`config.mk`:
```
export PLATFORM = sky130hd
export DESIGN_NAME = instruction_fetch_flat
export DESIGN_NICKNAME = d
export VERILOG_FILES = /design/src/rtl/instruction_fetch_pkg.sv /design/src/rtl/instruction_fetch_if.sv /design/src/rtl/instruction_fetch.sv /design/src/flat_wrapper.sv
export SDC_FILE = /design/constraint.sdc
export NUM_CORES = 1
export LEC_CHECK = 0
export ABC_AREA = 1
export CORE_MARGIN = 1.5
export CORE_UTILIZATION = 48
export CTS_BUF_LIST = sky130_fd_sc_hd__clkbuf_2
export DETAILED_ROUTE_END_ITERATION = 16
export HOLD_SLACK_MARGIN = 0.15
export PLACE_DENSITY = 0.89
export SLEW_MARGIN = 15
export SYNTH_ARGS = -nofsm -noshare
export SYNTH_HDL_FRONTEND = slang
export SYNTH_SLANG_ARGS = --single-unit
```
`constraint.sdc`:
```
create_clock -name clk -period 2.25 [get_ports clk]
set_clock_uncertainty 0.05 [all_clocks]
set_input_delay 0.45 -clock clk [delete_from_list [all_inputs] [get_ports clk]]
set_output_delay 0.45 -clock clk [all_outputs]
set_load 0.1 [all_outputs]
```
`src/rtl/instruction_fetch_pkg.sv`:
```
// Shared types and defaults for the fetch stage.
package instruction_fetch_pkg;

   typedef enum logic {
      FETCH_IDLE = 1'b0,
      FETCH_WAIT = 1'b1
   } fetch_state_t;

   localparam logic [31:0] RESET_PC_DEF  = 32'h0000_0000;
   localparam logic [31:0] NOP_INSTR_DEF = 32'h0000_0013;  // addi x0,x0,0

   function automatic logic [31:0] word_align(input logic [31:0] addr);
      return {addr[31:2], 2'b00};
   endfunction

endpackage

```
`src/rtl/instruction_fetch_if.sv`:
```
// Instruction memory read port: req/ack handshake with word-aligned address.
interface instruction_fetch_if;

   logic [31:0] mem_addr;
   logic        mem_req;
   logic [31:0] mem_rdata;
   logic        mem_ack;

   modport master (
      output mem_addr,
      output mem_req,
      input  mem_rdata,
      input  mem_ack
   );

   modport slave (
      input  mem_addr,
      input  mem_req,
      output mem_rdata,
      output mem_ack
   );

endinterface

```
`src/rtl/instruction_fetch.sv`:
```
// Fetch stage: owns the PC, issues word reads and latches the returned word into IR.
module instruction_fetch
   import instruction_fetch_pkg::*;
#(
   parameter logic [31:0] RESET_PC  = RESET_PC_DEF,
   parameter logic [31:0] NOP_INSTR = NOP_INSTR_DEF
) (
   input  logic                       clk,
   input  logic                       reset,
   input  logic                       fetch_en,
   input  logic                       pc_write,
   input  logic [31:0]                pc_next,
   instruction_fetch_if.master        mem,
   output logic [31:0]                instr,
   output logic [31:0]                pc,
   output logic [31:0]                pc_old,
   output logic                       instr_valid,
   output logic                       busy,
   output logic                       misalign_err
);

   fetch_state_t state_q, state_d;
   logic [31:0]  pc_q, pc_d;
   logic [31:0]  pc_old_q, pc_old_d;
   logic [31:0]  ir_q, ir_d;
   logic         valid_q, valid_d;
   logic         misalign_q, misalign_d;

   always_ff @(posedge clk) begin
      if (reset) begin
         state_q    <= FETCH_IDLE;
         pc_q       <= RESET_PC;
         pc_old_q   <= RESET_PC;
         ir_q       <= NOP_INSTR;
         valid_q    <= 1'b0;
         misalign_q <= 1'b0;
      end else begin
         state_q    <= state_d;
         pc_q       <= pc_d;
         pc_old_q   <= pc_old_d;
         ir_q       <= ir_d;
         valid_q    <= valid_d;
         misalign_q <= misalign_d;
      end
   end

   always_comb begin
      state_d    = state_q;
      pc_d       = pc_q;
      pc_old_d   = pc_old_q;
      ir_d       = ir_q;
      valid_d    = valid_q;
      misalign_d = misalign_q;

      unique case (state_q)
         FETCH_IDLE: begin
            // PC load takes effect together with a same-cycle fetch, so WAIT sees the new address.
            if (pc_write) begin
               pc_d = word_align(pc_next);
               if (pc_next[1:0] != 2'b00) misalign_d = 1'b1;
            end
            if (fetch_en) begin
               state_d = FETCH_WAIT;
               valid_d = 1'b0;
            end
         end
         FETCH_WAIT: begin
            if (mem.mem_ack) begin
               ir_d     = mem.mem_rdata;
               pc_old_d = pc_q;
               pc_d     = pc_q + 32'd4;
               valid_d  = 1'b1;
               state_d  = FETCH_IDLE;
            end
         end
         default: state_d = FETCH_IDLE;
      endcase
   end

   assign mem.mem_addr = pc_q;
   assign mem.mem_req  = (state_q == FETCH_WAIT);
   assign busy         = (state_q == FETCH_WAIT);
   assign instr        = ir_q;
   assign pc           = pc_q;
   assign pc_old       = pc_old_q;
   assign instr_valid  = valid_q;
   assign misalign_err = misalign_q;

endmodule

```
`src/flat_wrapper.sv`:
```
// flat-port wrapper written by rule: the top's interface ports become plain ports
module instruction_fetch_flat import instruction_fetch_pkg::*;
#(
   parameter logic [31:0] RESET_PC  = RESET_PC_DEF,
   parameter logic [31:0] NOP_INSTR = NOP_INSTR_DEF
)
  (clk, reset, fetch_en, pc_write, pc_next, instr, pc, pc_old, instr_valid, busy, misalign_err, mem_mem_addr, mem_mem_req, mem_mem_rdata, mem_mem_ack);
  instruction_fetch_if mem_i ();
  input  logic clk;
  input  logic reset;
  input  logic fetch_en;
  input  logic pc_write;
  input  logic [31:0] pc_next;
  output logic [31:0] instr;
  output logic [31:0] pc;
  output logic [31:0] pc_old;
  output logic instr_valid;
  output logic busy;
  output logic misalign_err;
  output wire logic [$bits(mem_i.mem_addr)-1:0] mem_mem_addr;
  output wire logic [$bits(mem_i.mem_req)-1:0] mem_mem_req;
  input wire logic [$bits(mem_i.mem_rdata)-1:0] mem_mem_rdata;
  input wire logic [$bits(mem_i.mem_ack)-1:0] mem_mem_ack;
  assign mem_mem_addr = mem_i.mem_addr;
  assign mem_mem_req = mem_i.mem_req;
  assign mem_i.mem_rdata = mem_mem_rdata;
  assign mem_i.mem_ack = mem_mem_ack;
  instruction_fetch #(.RESET_PC(RESET_PC), .NOP_INSTR(NOP_INSTR)) u_core (.clk(clk), .reset(reset), .fetch_en(fetch_en), .pc_write(pc_write), .pc_next(pc_next), .mem(mem_i), .instr(instr), .pc(pc), .pc_old(pc_old), .instr_valid(instr_valid), .busy(busy), .misalign_err(misalign_err));
endmodule
```
Word level (Yosys, flattened, before mapping)
Index checks and enable logic that the tools add are counted.
- flip-flop bits (word level): 99
- input bits: 69
- output and inout bits: 132
- logic and storage cells: 25
- add/sub/neg operators: 1
- equal/unequal tests: 3
- muxes and demuxes: 9
- bitwise logic cells: 1
- reductions and logical operators: 5
- operators with widths (cell ; number):
    2-to-1 mux 32 bit ; 2
    one-hot mux 32 bit (2 select lines) ; 1
    adder 32 x 3 -> 32 bit, second input constant ; 1
    != test 2 bit, second input constant ; 3
    AND reduction 2 bit ; 3
    2-to-1 mux 1 bit ; 4
    one-hot mux 1 bit (2 select lines) ; 2
    AND reduction 3 bit ; 1
    nonzero test 2 bit ; 1
    NOT 1 bit ; 1

Logic depth before layout (Yosys ltp)
Gate-level depths: netlist (run 1).
- depth in word-level cells: 3
- mapped depth: 10
- mapped depth without buffers: 10

Worst setup path before layout (run 1)
No wires, ideal clock.
- path kind: reg-to-reg
- from: register u_core.pc_q[3] (netlist: u_core.mem.mem_addr[3])
- to: register u_core.pc_q[20] (netlist: u_core.mem.mem_addr[20])
- setup time: 0.134 ns
- arrival time: 2.180 ns
- data required time: 2.066 ns
- path slack: -0.113 ns
- stages on the path, launching flop included: 11
- buffers on the path: 0
- path through: dfxtp_1 > ha_1 > nand2_2 > nor2_4 > nand2_4 > nor2_8 > nand2_1 > nand2_1 > nand3_1 > nand2_1 > a21oi_2
- word-level cells in the longest chain between the ends: 3
- RTL lines (element ; RTL line ; text):
    start: declaration ; instruction_fetch.sv:23 ; logic [31:0] pc_q, pc_d;
    start signal: assignment ; instruction_fetch.sv:39 ; pc_q <= pc_d;
    adder 32 x 3 -> 32 bit ; instruction_fetch.sv:71 ; pc_d = pc_q + 32'd4;
    2-to-1 mux 32 bit ; instruction_fetch.sv:68 ; if (mem.mem_ack) begin
    one-hot mux 32 bit (2 select lines) ; instruction_fetch.sv:55 ; unique case (state_q)
Every way passes these cells. The select of a mux whose other input is x is not followed.
A chain may end at the register's enable or synchronous reset.

Final worst setup path (run 1)
- from: register u_core.pc_q[18] (netlist: u_core.mem.mem_addr[18])
- to: output port pc[18]
- RTL lines (element ; RTL line ; text):
    end: declaration ; flat_wrapper.sv:15 ; output logic [31:0] pc;
No word-level cell between the ends.

==> run_results.csv, run 1 <==
group,metric,value,unit
clocking,htreeDepth,3,
clocking,cts.sinks,95,
clocking,cts-root-buf,"clkbuf_2",
worst_setup_path,worstPathMaxFanout,7,
timing,whs,0.363,ns
worst_setup_path,critPathMaxStageDelay,0.60,ns
worst_hold_path,min_path_type,"input port to flip-flop",
timing,fin_tns_setup,0,ns
job,max-cap-violations,0,
synthesis,synth_xor_area_share,0,%
synthesis,synth_warnings,0,
synthesis,synthMuxAreaShare,0,%
worst_setup_path,critPathSlowestCell,"dfxtp_1",
final_layout,num_antenna_cells,0,
clocking,cts_hold_buf,0,
clocking,clock_path_buffers,2,
floorplanning,dieArea,10500,um2
power,p_per_area,760,nW/um2
timing,finalCritPeriodShare,90.3,%
timing,setup_viol_count_final,0,
clocking,clk_pin_slew,0.33,ns
run_status,outcome,"finished clean",
routing,totalWireLength,14.0,mm
synthesis,synth-compound-area-share,15.5,%
synthesis,netlist.area_leader.share,40.2,%
worst_setup_path,cp.arrival,1.53,ns
floorplanning,die_width,102,um
floorplanning,coreArea,9680,um2
floorplanning,fp.dieH,102,um
global_route,grt_pass1_vias,4397,
clocking,insertion_delay,0.58,ns
timing,rsz0062_at_grt,"false",
routing,route.detailed.drc,0,
power,ir_drop,0.379,mV
global_route,grtUsageTotal,25.8,%
floorplanning,initial_core_util,48.9,%
timing,drv_slew,0,
synthesis,synth_common_cells,"nor2_1, nand2_1, dfxtp_1",
timing,fin_crit,2.03,ns
power,leakagePower,0.00277,uW
place,port_buffers,194,
timing,hold_violations,0,
synthesis,synth_most_common_cell,"nor2_1",
global_route,antenna_found_initial,0,
routing,wl_per_cell,14.5,um
routing,ant_nets,0,
clocking,cts_tree,"built",
synthesis,seq_area_frac_synth,40.2,%
worst_setup_path,crit_chain,"buf_4",
worst_setup_path,path_delay_family,"flip-flops",
final_layout,drive_gt1_share,23.4,%
floorplanning,rows,36,
synthesis,ys_async_sr_fraction,0,%
clocking,numCtsBuffers,9,
global_route,grt_first_pass_wirelength,21.1,mm
synthesis,synth_cells,676,
global_route,grt_max_degree,62,
final_layout,area_growth,35.4,%
synthesis,ys_types,34,
final_layout,nNetsFinal,897,
worst_setup_path,cp.buffers_inverters,1,
worst_setup_path,crit_path_end_kind,"output port",
routing,drt_iter0_markers,240,
synthesis,synth-adder-area-share,0.264,%
place,gp_congestion,0.897,
synthesis,synth_edf_count,0,
synthesis,synth_seq_cells,95,
synthesis,synth_top_cell_by_area,"dfxtp_1",
routing,vias,4985,
synthesis,avgSynthCellArea,7.00,um2
global_route,overflow,0,
clocking,cts_setup_buffers,0,
worst_setup_path,start_kind,"flip-flop",
worst_setup_path,crit_type,"flip-flop to output port",
routing,vias_per_cell,5.17,
synthesis,synth_top_family_by_area,"simple AND/OR/NAND/NOR gates",
floorplanning,io-pin-count,201,
synthesis,syn_area,4730,um2
timing,fmax,0.492,GHz
synthesis,synth-simple-area-share,32.1,%
worst_setup_path,cp.required,1.75,ns
routing,drt_pass1_iterations,4,
place,dp_hpwl,10.2,mm
synthesis,synth-main-ff-cell,"dfxtp_1",
synthesis,netlist_top_cells_area,"dfxtp_1, nor2_1, nand2_1",
clocking,cts.repair.resized,0,
cell usage in the layout (no fill, tap or decap), drive strengths merged, types with 2 or more instances in the layout:
master,instances
nor2,165
buf,139
nand2,125
dfxtp,95
o21ai,72
clkdlybuf4s50,68
nand3,40
a21oi,40
inv,36
a211oi,9
clkbuf,9
conb,6
or2,4
nor3,4
clkinv,4
o22ai,3
o211ai,2
and3,2
a31oi,2
routing by layer:
metal	up-vias	wire (um)	global-route usage [%]	share of wire (%)
met5	-	0	0	0
met4	0	365	8.96	2.6
met3	33	992	5.13	7.1
met2	216	6840	44.8	49
met1	2289	5770	31.7	41
li1	2447	-	-	-
per-stage QoR:
stage	power, uW	setup WS (ns)	cell area, um2	utilization (%)	instances
floorplan	3600	0.109	4750	-	681
global placement	4030	0.308	6290	64.9	949
detailed placement	4050	0.255	6290	64.9	949
CTS	4890	0.194	6410	66.2	965
global route	5060	0.118	6410	66.2	965
finish	4870	0.219	6410	66.2	965
tightest hold or removal path, cell delays in order:
cell	delay [ns]
clkdlybuf4s50_1	0.39
o21ai_0	0.15
nor2_1	0.04
sequential cells by signal, indices dropped and copies added (netlist names):
| signal | flops |
|---|---|
| u_core.busy | 1 |
| u_core.instr | 32 |
| u_core.mem.mem_addr | 30 |
| u_core.misalign_err | 1 |
| u_core.instr_valid | 1 |
| u_core.pc_old | 30 |
cell families after synthesis:
group / Yosys count
DFF: 95
and+or+nand+nor: 341
other: 1
adders and majority gates: 1
AOI/OAI and AO/OA: 132
buffers and inverters: 106
area by class of cell:
| type | instances | area [um2] |
|---|---|---|
| fillers | 844 | 3280 |
| multi-input cells | 480 | 2290 |
| flip-flops and latches | 95 | 1900 |
| repair buffers | 207 | 1800 |
| well taps | 133 | 166 |
| inverters | 34 | 129 |
| clock inverters | 7 | 77.6 |
| clock buffers | 9 | 45.0 |
power by group:
group	internal, uW	switching [uW]
clock network	184	660
registers	1810	130
logic	472	1610
worst paths after layout:
kind / start / endpoint / slack, ns / cells past startpoint
max: u_core.mem.mem_addr[18]$_SDFFE_PP0P_ / pc[18] / 0.22 / 1
min: mem_mem_rdata[14] / u_core.instr[14]$_SDFFE_PP0P_ / 0.36 / 3
max reg2reg: u_core.mem.mem_addr[3]$_SDFFE_PP0P_ / u_core.mem.mem_addr[24]$_SDFFE_PP0P_ / 0.47 / 10
min reg2reg: u_core.misalign_err$_SDFFE_PP0P_ / u_core.misalign_err$_SDFFE_PP0P_ / 0.42 / 2
No activity file was read; power rests on OpenSTA's default activity.
==> run 2, diff against run 1 <==
CAP_MARGIN = 20   (was unset)
==> results of run 2 <==
Same layout as run 1: the final DEF is identical, and so are final timing and power.
